## config.mk

```make
export PLATFORM = sky130hd
export DESIGN_NAME = ibex_pext_mmac_seq
export DESIGN_NICKNAME = d
export VERILOG_FILES = /design/src/rtl/ibex_pkg_pext.sv /design/src/rtl/ibex_pext_mul17.sv /design/src/rtl/ibex_pext_mmac_seq.sv
export SDC_FILE = /design/constraint.sdc
export NUM_CORES = 1
export LEC_CHECK = 0
export BUFFER_PORTS_ARGS = -buffer_cell sky130_fd_sc_hd__clkbuf_2
export CORE_MARGIN = 2
export CORE_UTILIZATION = 58
export DETAILED_ROUTE_END_ITERATION = 16
export HOLD_SLACK_MARGIN = 0.02
export PLACE_DENSITY = 0.84
export SYNTH_ARGS = -nofsm -noshare
export SYNTH_HDL_FRONTEND = slang
export SYNTH_SLANG_ARGS = --single-unit
```

## constraint.sdc

```tcl
create_clock -name clk_i -period 15.4 [get_ports clk_i]
set_clock_uncertainty 0.05 [all_clocks]
set_input_delay 1.54 -clock clk_i [delete_from_list [all_inputs] [get_ports clk_i]]
set_output_delay 1.54 -clock clk_i [all_outputs]
set_load 0.01 [all_outputs]
```

## src/rtl/ibex_pkg_pext.sv

```systemverilog
// Shared types and constants for the P-extension MSW multiply/MAC sequencer.
// Optional rounding support is controlled by IBEX_PEXT_MMAC_ROUND_EN in the top module.
package ibex_pkg_pext;

    typedef enum logic [2:0] {
        PEXT_MMAC_IDLE   = 3'd0,
        PEXT_MMAC_MUL_LL = 3'd1,
        PEXT_MMAC_MUL_LH = 3'd2,
        PEXT_MMAC_MUL_HL = 3'd3,
        PEXT_MMAC_MUL_HH = 3'd4,
        PEXT_MMAC_DONE   = 3'd5
    } pext_mmac_state_e;

    localparam logic [31:0] PEXT_SMAX32 = 32'h7FFF_FFFF;
    localparam logic [31:0] PEXT_SMIN32 = 32'h8000_0000;
    localparam logic [31:0] PEXT_UMAX32 = 32'hFFFF_FFFF;

    // Half-LSB of the high word: preloading it makes acc[63:32] round-to-nearest.
    localparam logic [63:0] PEXT_MMAC_RND = 64'h0000_0000_8000_0000;

endpackage

```

## src/rtl/ibex_pext_mul17.sv

```systemverilog
// Combinational signed 17x17 -> 34-bit multiplier, shared by all partial-product steps.
// Zero latency; no flow control.
module ibex_pext_mul17 (
    input  logic signed [16:0] a_i,
    input  logic signed [16:0] b_i,
    output logic signed [33:0] p_o
);

    assign p_o = a_i * b_i;

endmodule

```

## src/rtl/ibex_pext_mmac_seq.sv

```systemverilog
// Multi-cycle MSW multiply / multiply-accumulate sequencer (SMMUL, KMMAC, KMMSB and rounding variants).
// Latency 5 cycles from en_i to valid_o; result held in DONE while ready_i is low; macro IBEX_PEXT_MMAC_ROUND_EN enables rounding.
module ibex_pext_mmac_seq
    import ibex_pkg_pext::*;
(
    input  logic        clk_i,
    input  logic        rst_ni,
    input  logic        en_i,
    input  logic        ready_i,
    input  logic        signed_i,
    input  logic        width32_i,
    input  logic [1:0]  alu_sub_i,
    input  logic        accum_i,
    input  logic        round_i,
    input  logic [31:0] op_a_i,
    input  logic [31:0] op_b_i,
    input  logic [31:0] op_c_i,
    output logic [31:0] result_o,
    output logic        valid_o,
    output logic        ov_o,
    output logic        busy_o
);

    pext_mmac_state_e state_q, state_d;
    logic [63:0]      acc_q, acc_d;
    logic [31:0]      result_q, result_d;
    logic             ov_q, ov_d;

    logic [63:0]      preload;
    logic             unused_alu_sub;

    assign unused_alu_sub = alu_sub_i[1];

`ifdef IBEX_PEXT_MMAC_ROUND_EN
    assign preload = round_i ? PEXT_MMAC_RND : 64'd0;
`else
    logic unused_round;
    assign unused_round = round_i;
    assign preload      = 64'd0;
`endif

    // Operand halves: low halves are unsigned, high halves carry the sign when signed.
    logic signed [16:0] a_lo, a_hi, b_lo, b_hi;
    logic signed [16:0] mul_a, mul_b;
    logic signed [33:0] mul_p;
    logic [63:0]        pp_ext;
    logic [63:0]        pp_shifted;

    assign a_lo = {1'b0, op_a_i[15:0]};
    assign b_lo = {1'b0, op_b_i[15:0]};
    assign a_hi = {signed_i & op_a_i[31], op_a_i[31:16]};
    assign b_hi = {signed_i & op_b_i[31], op_b_i[31:16]};

    always_comb begin
        mul_a      = a_lo;
        mul_b      = b_lo;
        pp_shifted = pp_ext;
        unique case (state_q)
            PEXT_MMAC_MUL_LH: begin
                mul_b      = b_hi;
                pp_shifted = pp_ext << 16;
            end
            PEXT_MMAC_MUL_HL: begin
                mul_a      = a_hi;
                pp_shifted = pp_ext << 16;
            end
            PEXT_MMAC_MUL_HH: begin
                mul_a      = a_hi;
                mul_b      = b_hi;
                pp_shifted = pp_ext << 32;
            end
            default: ;
        endcase
    end

    ibex_pext_mul17 u_mul17 (
        .a_i (mul_a),
        .b_i (mul_b),
        .p_o (mul_p)
    );

    assign pp_ext = {{30{mul_p[33]}}, mul_p};

    // Accumulate/saturate on the final accumulator value so DONE registers it directly.
    logic [31:0] prod_hi;
    logic [32:0] c_ext, p_ext, sum33;
    logic [31:0] sat_res;
    logic        sat_ov;

    assign prod_hi = acc_d[63:32];
    assign c_ext   = {signed_i & op_c_i[31], op_c_i};
    assign p_ext   = {signed_i & prod_hi[31], prod_hi};
    assign sum33   = alu_sub_i[0] ? (c_ext - p_ext) : (c_ext + p_ext);

    always_comb begin
        sat_res = sum33[31:0];
        sat_ov  = 1'b0;
        if (!accum_i) begin
            sat_res = prod_hi;
        end else if (signed_i) begin
            if (sum33[32] != sum33[31]) begin
                sat_ov  = 1'b1;
                sat_res = sum33[32] ? PEXT_SMIN32 : PEXT_SMAX32;
            end
        end else if (sum33[32]) begin
            // Unsigned: carry out on add saturates high, borrow on subtract saturates low.
            sat_ov  = 1'b1;
            sat_res = alu_sub_i[0] ? 32'd0 : PEXT_UMAX32;
        end
    end

    always_comb begin
        state_d  = state_q;
        acc_d    = acc_q;
        result_d = result_q;
        ov_d     = ov_q;
        unique case (state_q)
            PEXT_MMAC_IDLE: begin
                result_d = 32'd0;
                ov_d     = 1'b0;
                if (en_i && width32_i) begin
                    acc_d   = preload;
                    state_d = PEXT_MMAC_MUL_LL;
                end
            end
            PEXT_MMAC_MUL_LL,
            PEXT_MMAC_MUL_LH,
            PEXT_MMAC_MUL_HL,
            PEXT_MMAC_MUL_HH: begin
                acc_d = acc_q + pp_shifted;
                if (!en_i) begin
                    state_d = PEXT_MMAC_IDLE;
                end else if (state_q == PEXT_MMAC_MUL_HH) begin
                    state_d  = PEXT_MMAC_DONE;
                    result_d = sat_res;
                    ov_d     = sat_ov;
                end else begin
                    state_d = pext_mmac_state_e'(state_q + 3'd1);
                end
            end
            PEXT_MMAC_DONE: begin
                if (ready_i || !en_i) begin
                    state_d  = PEXT_MMAC_IDLE;
                    result_d = 32'd0;
                    ov_d     = 1'b0;
                end
            end
            default: begin
                state_d  = PEXT_MMAC_IDLE;
                result_d = 32'd0;
                ov_d     = 1'b0;
            end
        endcase
    end

    always_ff @(posedge clk_i or negedge rst_ni) begin
        if (!rst_ni) begin
            state_q  <= PEXT_MMAC_IDLE;
            acc_q    <= 64'd0;
            result_q <= 32'd0;
            ov_q     <= 1'b0;
        end else begin
            state_q  <= state_d;
            acc_q    <= acc_d;
            result_q <= result_d;
            ov_q     <= ov_d;
        end
    end

    assign result_o = result_q;
    assign ov_o     = ov_q;
    assign valid_o  = (state_q == PEXT_MMAC_DONE);
    assign busy_o   = (state_q != PEXT_MMAC_IDLE);

endmodule

```

; ---- After elaboration in Yosys (flattened, before gate mapping)
; Cells that the tools add are included.
[op_classes]
bitwise = 4
n_eq_ne = 10
mux = 29
add_sub_neg = 4
n_reduce_logical = 13
multipliers = 1
[op_table]
columns = cell, count
row1 = 2-to-1 mux 32 bit, 9
row2 = one-hot mux 64 bit (2 select lines), 2
row3 = adder 64 bit, 1
row4 = 2-to-1 mux 64 bit, 1
row5 = one-hot mux 32 bit (2 select lines), 1
row6 = multiplier 17 x 17 -> 34 bit, 1
row7 = 2-to-1 mux 17 bit, 2
row8 = adder 33 bit, 1
row9 = 2-to-1 mux 33 bit, 1
row10 = subtractor 33 bit, 1
row11 = 2-to-1 mux 3 bit, 4
row12 = one-hot mux 3 bit (3 select lines), 1
row13 = 2-to-1 mux 1 bit, 7
row14 = "equality test 3 x 2 -> 1 bit, second input constant", 2
row15 = "equality test 3 bit, second input constant", 2
row16 = "inequality test 2 bit, second input constant", 3
row17 = OR reduction 2 bit, 3
row18 = AND 1 bit, 4
row19 = AND reduction 2 bit, 2
row20 = OR reduction 4 bit, 1
row21 = "adder 3 x 1 -> 3 bit, second input constant", 1
row22 = "equality test 3 x 1 -> 1 bit, second input constant", 1
row23 = zero test 3 bit, 1
row24 = AND reduction 3 bit, 1
row25 = 8 further kinds, 8
[word_totals]
reg_bits = 100
input_bits = 106
out_inout_bits = 35
wordCells = 66

; ---- Depth between registers and ports, before layout
; Gate-level depths: netlist (run 1).
[logic_depth]
word_depth = 17
depth_mapped = 70
mapped_depth_nobuf = 66

; ---- Hierarchy
; From an unflattened synthesis (run 1), not the netlist that was laid out.
[hier_totals]
hier_cells = 2894
hier_area_um2 = 23835.4
[modules_own_cells]
columns = mod, cells_each, area_each_um2, n_inst, seq_area_each_um2
row1 = ibex_pext_mmac_seq, 1710, 12973.7, 1, 2502.4
row2 = ibex_pext_mul17, 1184, 10861.7, 1, 0.0

; ---- Worst setup path after synthesis (run 1)
; No wires, ideal clock.
[synth_timing]
path_type = register -> register
from = register state_q[0]
to = register result_q[12], in the netlist result_o[12]
required_ns = 15.284
path_buffers = 4
setup_ns = 0.066
arrival_ns = 14.382
slack_ns = 0.901
period_less_slack_ns = 14.499
path_stages_with_launch = 64
path_cell_list = dfrtp_1 -> inv_1 -> ha_1 -> and2_1 -> clkbuf_1 -> clkbuf_1 -> a21oi_1 -> clkbuf_1 -> mux2i_1 -> nor2_1 -> fa_1 -> inv_1 -> fa_1 -> fa_1 -> inv_1 -> fa_1 -> fa_1 -> inv_1 -> (+28 left out) -> and2_1 -> a21oi_1 -> xnor2_1 -> ha_1 -> nand3_1 -> or3_1 -> a21oi_1 -> o311a_1 -> o31a_1 -> o41ai_2 -> o21bai_1 -> and3_1 -> o32ai_4 -> xor3_1 -> a31o_4 -> nor2_8 -> buf_6 -> a221o_1
[synth_via]
word_cells_on_any_way = 33
cone_classes = add/sub: 3 / mul: 1 / eq/ne: 9 / mux: 13 / bitwise: 1 / reduce/logical: 6
[synth_lines]
columns = element, line
row1 = start: declaration, ibex_pext_mmac_seq.sv:24  ; pext_mmac_state_e state_q, state_d;
row2 = start signal: assignment, ibex_pext_mmac_seq.sv:163  ; state_q <= state_d;
row3 = equality test 3 bit / equality test 3 x 2 -> 1 bit (equally long branches), "ibex_pext_mmac_seq.sv:58, ibex_pext_mmac_seq.sv:117"
row4 = OR reduction 2 bit (no line), n/a
row5 = 2-to-1 mux 17 bit, ibex_pext_mmac_seq.sv:58  ; unique case (state_q)
row6 = multiplier 17 x 17 -> 34 bit, ibex_pext_mul17.sv:9  ; assign p_o = a_i * b_i;
row7 = one-hot mux 64 bit (2 select lines), ibex_pext_mmac_seq.sv:58
row8 = adder 64 bit, ibex_pext_mmac_seq.sv:130  ; acc_d = acc_q + pp_shifted;
row9 = one-hot mux 64 bit (2 select lines) (*), ibex_pext_mmac_seq.sv:117  ; unique case (state_q)
row10 = named net acc_d[33], ibex_pext_mmac_seq.sv:25  ; logic [63:0] acc_q, acc_d;
row11 = adder 33 bit / subtractor 33 bit (equally long branches), ibex_pext_mmac_seq.sv:93  ; assign sum33 = alu_sub_i[0] ? (c_ext - p_ext) : (c_ext + p_ext);
row12 = 2-to-1 mux 33 bit (*), ibex_pext_mmac_seq.sv:93
row13 = 2-to-1 mux 32 bit / inequality test 1 bit (equally long branches), "ibex_pext_mmac_seq.sv:103, ibex_pext_mmac_seq.sv:101"
row14 = 2-to-1 mux 32 bit, ibex_pext_mmac_seq.sv:101  ; if (sum33[32] != sum33[31]) begin
row15 = 2-to-1 mux 32 bit (*), ibex_pext_mmac_seq.sv:100  ; end else if (signed_i) begin
row16 = 2-to-1 mux 32 bit (*), ibex_pext_mmac_seq.sv:98  ; if (!accum_i) begin
row17 = 2-to-1 mux 32 bit (*), ibex_pext_mmac_seq.sv:133  ; end else if (state_q == PEXT_MMAC_MUL_HH) begin
row18 = 2-to-1 mux 32 bit (*), ibex_pext_mmac_seq.sv:131  ; if (!en_i) begin
row19 = one-hot mux 32 bit (2 select lines) (*), ibex_pext_mmac_seq.sv:117
row20 = end signal: assignment, ibex_pext_mmac_seq.sv:165  ; result_q <= result_d;
row21 = end: declaration, ibex_pext_mmac_seq.sv:26  ; logic [31:0] result_q, result_d;
; Mark *: on every way through the listed nets, which the timed path passes. The rest lies on a longest branch. The select of a mux whose other input is x is not followed.
; A chain may end at the register's enable or synchronous reset.

; ---- Worst setup path in the final report (run 1)
[layout_timing]
from = register state_q[0]
to = register result_q[4], in the netlist result_o[4]
[layout_via]
elab_chain_len = 17
word_cells_on_any_way = 33
cone_classes = add/sub: 3 / mul: 1 / eq/ne: 9 / mux: 13 / bitwise: 1 / reduce/logical: 6
[layout_lines]
columns = element, line
row1 = equality test 3 bit / equality test 3 x 2 -> 1 bit (equally long branches), "ibex_pext_mmac_seq.sv:58, ibex_pext_mmac_seq.sv:117, ibex_pext_mmac_seq.sv:133"
row2 = OR reduction 2 bit (no line), n/a
row3 = 2-to-1 mux 17 bit, ibex_pext_mmac_seq.sv:58
row4 = multiplier 17 x 17 -> 34 bit, ibex_pext_mul17.sv:9
row5 = one-hot mux 64 bit (2 select lines), ibex_pext_mmac_seq.sv:58
row6 = adder 64 bit, ibex_pext_mmac_seq.sv:130
row7 = one-hot mux 64 bit (2 select lines), ibex_pext_mmac_seq.sv:117
row8 = AND 1 bit, ibex_pext_mmac_seq.sv:92  ; assign p_ext = {signed_i & prod_hi[31], prod_hi};
row9 = adder 33 bit / subtractor 33 bit (equally long branches), ibex_pext_mmac_seq.sv:93
row10 = 2-to-1 mux 33 bit, ibex_pext_mmac_seq.sv:93
row11 = 2-to-1 mux 32 bit / inequality test 1 bit (equally long branches), "ibex_pext_mmac_seq.sv:103, ibex_pext_mmac_seq.sv:101"
row12 = 2-to-1 mux 32 bit, ibex_pext_mmac_seq.sv:101
row13 = 2-to-1 mux 32 bit, ibex_pext_mmac_seq.sv:100
row14 = 2-to-1 mux 32 bit, ibex_pext_mmac_seq.sv:98
row15 = 2-to-1 mux 32 bit, ibex_pext_mmac_seq.sv:133
row16 = 2-to-1 mux 32 bit, ibex_pext_mmac_seq.sv:131
row17 = one-hot mux 32 bit (2 select lines), ibex_pext_mmac_seq.sv:117
; Several ways; a longest one is shown, not always the timed one. The select of a mux whose other input is x is not followed.

==> impl_metrics.py, run 1 <==
metrics = {
    "setup_path": {
        "cp_data_arrival_time_ns": 15.19,
        "crit_path_max_incr_delay_ns": 0.57,
        "crit_family": "compound AO/OA/AOI/OAI gates",
        "critPathLaunchType": "register",
        "cp-end-kind": "register",
        "cp_common_cell": "fa_1",
        "path_buf_inv": 12,
        "worst_path_max_delay_cell": "fa_1",
        "critPathRequiredTime_ns": 15.60,
        "critPathMaxFanout": 9,
        "criticalPathCategory": "register to register",
    },
    "final_layout": {
        "nFillCells": 3038,
        "area_growth_pct": 13.4,
        "seq_area_sq_um": 2500,
        "finalNetCount": 3525,
        "multi_input_area_sq_um": 18600,
        "antenna_cells": 0,
        "drive_above_1_share_pct": 14.9,
    },
    "die": {
        "coreArea_sq_um": 38500,
        "start_util_pct": 58.4,
        "die-area_sq_um": 40300,
        "rows": 72,
        "dieHeight_microns": 201,
        "io_pins": 141,
        "die_w_microns": 201,
    },
    "timing": {
        "fin_crit_sh_pct": 97.4,
        "timing.setup.tns_ns": 0,
        "relSlewSlack_pct": 35.1,
        "hold_viol": 0,
        "slew_viol_final": 0,
        "layout_min_cycle_time_ns": 15.00,
        "clock.fmax_ghz": 0.0667,
        "max_slew.worst_pin.slew_ns": 0.970,
        "setup_viol": 0,
    },
    "yosys": {
        "postSynthAreaPerCell_sq_um": 8.24,
        "synth.area.top_cells": "fa_1, dfrtp_1, ha_1",
        "yosys_register_bits": 100,
        "synth_warnings": 0,
        "ys.flop_type": "dfrtp_1",
        "async_reset_ff_share_pct": 100,
        "synth_edf_count": 0,
        "synth_top_cell_by_area": "fa_1",
        "syn-cell-area_sq_um": 22400,
        "synth_top_area_share_pct": 26.6,
        "synth_cells": 2723,
        "syn_nets": 3320,
        "seq_area_frac_synth_pct": 11.1,
        "synth_cell_types": 99,
    },
    "clock_tree": {
        "cts_tree": "yes",
        "clkTransAtPathRegs_ns": 0.08,
        "cts.hold.buffers_added": 0,
        "clock_path_buffers": 2,
        "cts_inserted_buffers": 9,
        "h-tree-depth": 3,
        "clkLatencyLatePin_ns": 0.37,
        "clkSinkCount": 100,
        "cts-root-buf": "clkbuf_16",
    },
    "global_route": {
        "gr-total-overflow": 0,
        "busiest_layer": "met2",
        "grt_pass1_wl_microns": 108000,
        "gr-usage-met3_pct": 6.70,
        "globalRouteMet2Util_pct": 55.1,
        "first_global_vias": 21300,
        "antenna_found_initial": 0,
        "grt_use_met1_pct": 41.7,
        "grt_max_degree": 71,
        "grtUsageTotal_pct": 33.4,
    },
    "route": {
        "firstDrtPassIters": 6,
        "ant_nets": 0,
        "drt_iter0_drc": 1554,
        "vias": 20900,
        "remaining_drc_errors": 0,
        "drt_wl_total_microns": 68000,
        "wl_per_cell_microns": 19.7,
        "viasPerCell": 6.04,
    },
    "place": {
        "hpwl_microns": 54800,
        "portBuffers": 138,
        "routabilityCongestion": 0.992,
    },
    "outcome": {
        "status": "completed",
    },
    "hold_path": {
        "min_path_type": "register to register",
    },
    "flow_run": {
        "drv_cap": 0,
    },
}
## synthesized netlist by cell type, types with 10 or more instances
cell type / number
a22o_1: 21
o21ai_0: 121
and3_1: 18
nand3_1: 31
nand2_1: 321
clkbuf_1: 76
a22oi_1: 15
or2_2: 10
inv_1: 350
dfrtp_1: 100
fa_1: 298
or3_1: 13
xnor2_1: 90
a211oi_1: 14
a21oi_1: 161
o21a_1: 27
xor2_1: 49
mux2i_1: 38
ha_1: 193
mux2_2: 15
o21bai_1: 21
nor3_1: 39
nand2b_1: 21
nor2_1: 317
buf_2: 11
o21ai_1: 25
and2_1: 27
nand4_1: 31
a21o_1: 55
a221o_1: 17
nor2b_1: 17
a31oi_1: 16
## final timing paths
kind | from | endpoint | slack (ns) | cells after the start
max | state_q[0]$_DFFE_PN0P_ | result_o[4]$_DFFE_PN0P_ | 0.40 | 65
min | acc_q[3]$_DFFE_PN0P_ | acc_q[3]$_DFFE_PN0P_ | 0.44 | 2
max reg2reg | state_q[0]$_DFFE_PN0P_ | result_o[4]$_DFFE_PN0P_ | 0.40 | 65
min reg2reg | acc_q[3]$_DFFE_PN0P_ | acc_q[3]$_DFFE_PN0P_ | 0.44 | 2
max in group asynchronous | rst_ni | acc_q[59]$_DFF_PN0_ | 12.95 | 2
min in group asynchronous | rst_ni | result_o[3]$_DFFE_PN0P_ | 1.15 | 1
## what timing repair did
action / CTS / global route
endpoints found under the setup margin: 0 / 33
setup buffers: 0 / 25
resized for setup: 0 / 92
## metal layers
layer  wire length [microns]  vias up
li1                        -     9542
met1                   25800     9971
met2                   31800     1070
met3                    5980      277
met4                    4460        0
met5                       0        -
## metrics by stage
step	setup slack (ns)	hold slack, ns	cell area, sq um	std cells	utilization, %
floorplan	0.901	0.405	22400	2723	-
CTS	0.0386	0.442	24700	3419	64.3
finish	0.405	0.442	25400	3451	66.1
detailed placement	0.0792	0.425	24400	3403	63.5
global placement	0.354	0.417	24400	3403	63.5
global route	-0.120	0.481	25400	3451	66.1
## flip-flops by register name, summed over array words and instances (netlist names)
| register | cells |
|---|---|
| acc_q | 64 |
| ov_o | 1 |
| result_o | 32 |
| state_q | 3 |
## kinds of logic after synthesis
kind of cell | count (synthesis) | synth area share [%]
AO/OA/AOI/OAI | 614 | 18.5
XOR/XNOR | 140 | 5.53
adder cells (fa/ha/maj) | 491 | 37.3
buffers and inverters | 449 | 7.65
flip-flops | 100 | 11.1
multiplexers | 53 | 2.45
AND/OR/NAND/NOR | 876 | 17.4
## cell type report
type | count | area share [%]
clock buffers | 10 | 0.939
well taps | 518 | 2.55
multi-input cells | 2175 | 73.1
clock inverters | 6 | 0.305
inverters | 350 | 5.16
flip-flops and latches | 100 | 9.83
repair buffers | 292 | 8.07
## cell usage in the layout (no fill, tap or decap), types with 25 or more instances in the layout
master,n
mux2i_1,31
o21ai_1,31
nand3_1,30
inv_1,350
clkbuf_2,137
fa_1,293
nand2_1,319
nand4_1,31
a21o_1,55
a21oi_1,151
and2_1,25
o21ai_0,111
ha_1,189
xor2_1,48
buf_4,137
xnor2_1,89
nor3_1,38
o21a_1,27
nor2_1,313
dfrtp_1,100
## worst reg2reg max path: cells and delay by family, from the launching register on
kind	cells	cell delay (ns)
compound gates	29	6.05
xor+xnor	3	0.60
fa+ha+maj	10	4.30
buf+inv	12	1.54
flops	1	0.38
mux	1	0.39
simple gates	10	1.59
Power of run 1 is left out: the tool's default activity adds up to more than one toggle a clock period on the data nets, which glitch-free logic cannot reach.
==> run 2: changes to the inputs <==
--- a/config.mk
+++ b/config.mk
@@ -6,7 +6,7 @@
 export NUM_CORES = 1
 export LEC_CHECK = 0
 export BUFFER_PORTS_ARGS = -buffer_cell sky130_fd_sc_hd__clkbuf_2
-export CORE_MARGIN = 2
+export CORE_MARGIN = 3
 export CORE_UTILIZATION = 58
 export DETAILED_ROUTE_END_ITERATION = 16
 export HOLD_SLACK_MARGIN = 0.02
==> impl_metrics.py, run 2 (synthesized netlist as in run 1, its figures left out) <==
metrics = {
    "outcome": {
        "status": "completed",
    },
    "die": {
        "rows": 71,
        "die-area_sq_um": 41100,
        "start_util_pct": 59.2,
        "io_pins": 141,
        "dieHeight_microns": 203,
        "die_w_microns": 203,
        "coreArea_sq_um": 37900,
    },
    "final_layout": {
        "layout_common_cells": "inv_1, nand2_1, nor2_1",
        "largest_reg_flops": 64,
        "final_common_cell": "inv_1",
        "regMostFlops": "acc_q",
        "antenna_cells": 0,
        "instances_no_fill": 3413,
        "drive_above_1_share_pct": 13.7,
        "nFillCells": 3113,
        "area_growth_pct": 11.9,
        "fin_util_pct": 66.2,
        "finalNetCount": 3494,
    },
    "timing": {
        "timing.setup.tns_ns": 0,
        "setup_viol": 0,
        "fin_crit_sh_pct": 97.3,
        "max_slew.worst_pin.slew_ns": 0.967,
        "relSlewSlack_pct": 35.3,
        "hold_viol": 0,
        "layout_min_cycle_time_ns": 14.99,
        "slew_viol_final": 0,
        "clock.fmax_ghz": 0.0667,
        "setup_ws_ns": 0.412,
    },
    "clock_tree": {
        "cts_inserted_buffers": 9,
        "clkTransAtPathRegs_ns": 0.08,
        "cts.hold.buffers_added": 0,
        "clkLatencyLatePin_ns": 0.37,
        "clock_path_buffers": 2,
        "cts-root-buf": "clkbuf_16",
        "h-tree-depth": 3,
        "cts_tree": "yes",
        "clkSinkCount": 100,
    },
    "route": {
        "wl_per_cell_microns": 20.1,
        "ant_nets": 0,
        "firstDrtPassIters": 5,
        "drt_iter0_drc": 1748,
        "drt_wl_total_microns": 68600,
        "vias": 20700,
        "viasPerCell": 6.08,
        "remaining_drc_errors": 0,
    },
    "hold_path": {
        "min_path_type": "register to register",
    },
    "global_route": {
        "gr-total-overflow": 0,
        "grtUsageTotal_pct": 32.5,
        "grt_pass1_wl_microns": 108000,
        "first_global_vias": 21100,
        "grt_max_degree": 70,
        "antenna_found_initial": 0,
    },
    "setup_path": {
        "cp_data_arrival_time_ns": 15.18,
        "worst_path_max_delay_cell": "fa_1",
        "cp-end-kind": "register",
        "crit_family": "compound AO/OA/AOI/OAI gates",
        "criticalPathCategory": "register to register",
        "critPathMaxFanout": 16,
        "critPathRequiredTime_ns": 15.59,
        "crit_path_max_incr_delay_ns": 0.54,
        "critPathLaunchType": "register",
        "path_buf_inv": 13,
    },
    "place": {
        "portBuffers": 138,
        "routabilityCongestion": 1.01,
        "hpwl_microns": 55000,
        "placedCellCount": 3372,
        "dp_slack_ns": -0.329,
    },
    "flow_run": {
        "drv_cap": 0,
    },
}
## run 2: changes by cell type in the layout (fill, tap and decap cells not counted), moves of 4 or more
| cell | change |
|---|---|
| buf_12 | -4 |
| fa_1 | +4 |
| fa_2 | -4 |
| buf_4 | -26 |
| clkinv_8 | +4 |
## run 2: final cells by class
| type | instances | area (sq um) | share of cell area, % |
|---|---|---|---|
| flip-flops and latches | 100 | 2500 | 9.96 |
| inverters | 350 | 1310 | 5.23 |
| multi-input cells | 2174 | 18600 | 73.9 |
| clock buffers | 9 | 225 | 0.897 |
| clock inverters | 7 | 91.3 | 0.364 |
| well taps | 511 | 639 | 2.55 |
| repair buffers | 262 | 1780 | 7.10 |
## run 2: worst paths after layout
kind                                             start                 endpoint  slack [ns]  depth (start not counted)
worst max-delay path            state_q[0]$_DFFE_PN0P_  result_o[7]$_DFFE_PN0P_        0.41                         66
worst min-delay path              acc_q[5]$_DFFE_PN0P_     acc_q[5]$_DFFE_PN0P_        0.44                          2
worst max register to register  state_q[0]$_DFFE_PN0P_  result_o[7]$_DFFE_PN0P_        0.41                         66
worst min register to register    acc_q[5]$_DFFE_PN0P_     acc_q[5]$_DFFE_PN0P_        0.44                          2
max in group asynchronous                       rst_ni  result_o[8]$_DFFE_PN0P_       12.91                          2
min in group asynchronous                       rst_ni  result_o[3]$_DFFE_PN0P_        1.15                          1
## run 2: stage by stage
stage / hold WS (ns) / instance area, sq um
final: 0.445 / 25100
after global routing: 0.467 / 25100
after CTS: 0.448 / 24600
after detailed placement: 0.432 / 24200
after global placement: 0.419 / 24200
after floorplan: 0.405 / 22400
## run 2: timing repair
action	in CTS	in global routing
gates resized for setup	4	80
pin swaps	1	23
buffers inserted	2	19
endpoints found under the setup margin	31	33
gates cloned	0	4
## run 2: layer usage
layer | GRT usage, % | share of wire (%) | routed length (microns)
met1 | 41.9 | 39 | 26600
met2 | 54.1 | 47 | 32000
met3 | 5.13 | 8.5 | 5840
met4 | 14.9 | 6.1 | 4200
met5 | 0 | 0 | 0
## run 2: worst register-to-register path: cells and delay by family, from the launching register on
| family | cells | cell delay, ns |
|---|---|---|
| muxes | 2 | 0.41 |
| xor gates and xnor gates | 2 | 0.58 |
| and+or+nand+nor | 13 | 2.09 |
| adders and majority gates | 10 | 4.33 |
| DFF | 1 | 0.40 |
| buffers and inverters | 13 | 1.62 |
| AOI/OAI and AO/OA | 26 | 5.42 |
Power of run 2 is left out for the same reason.
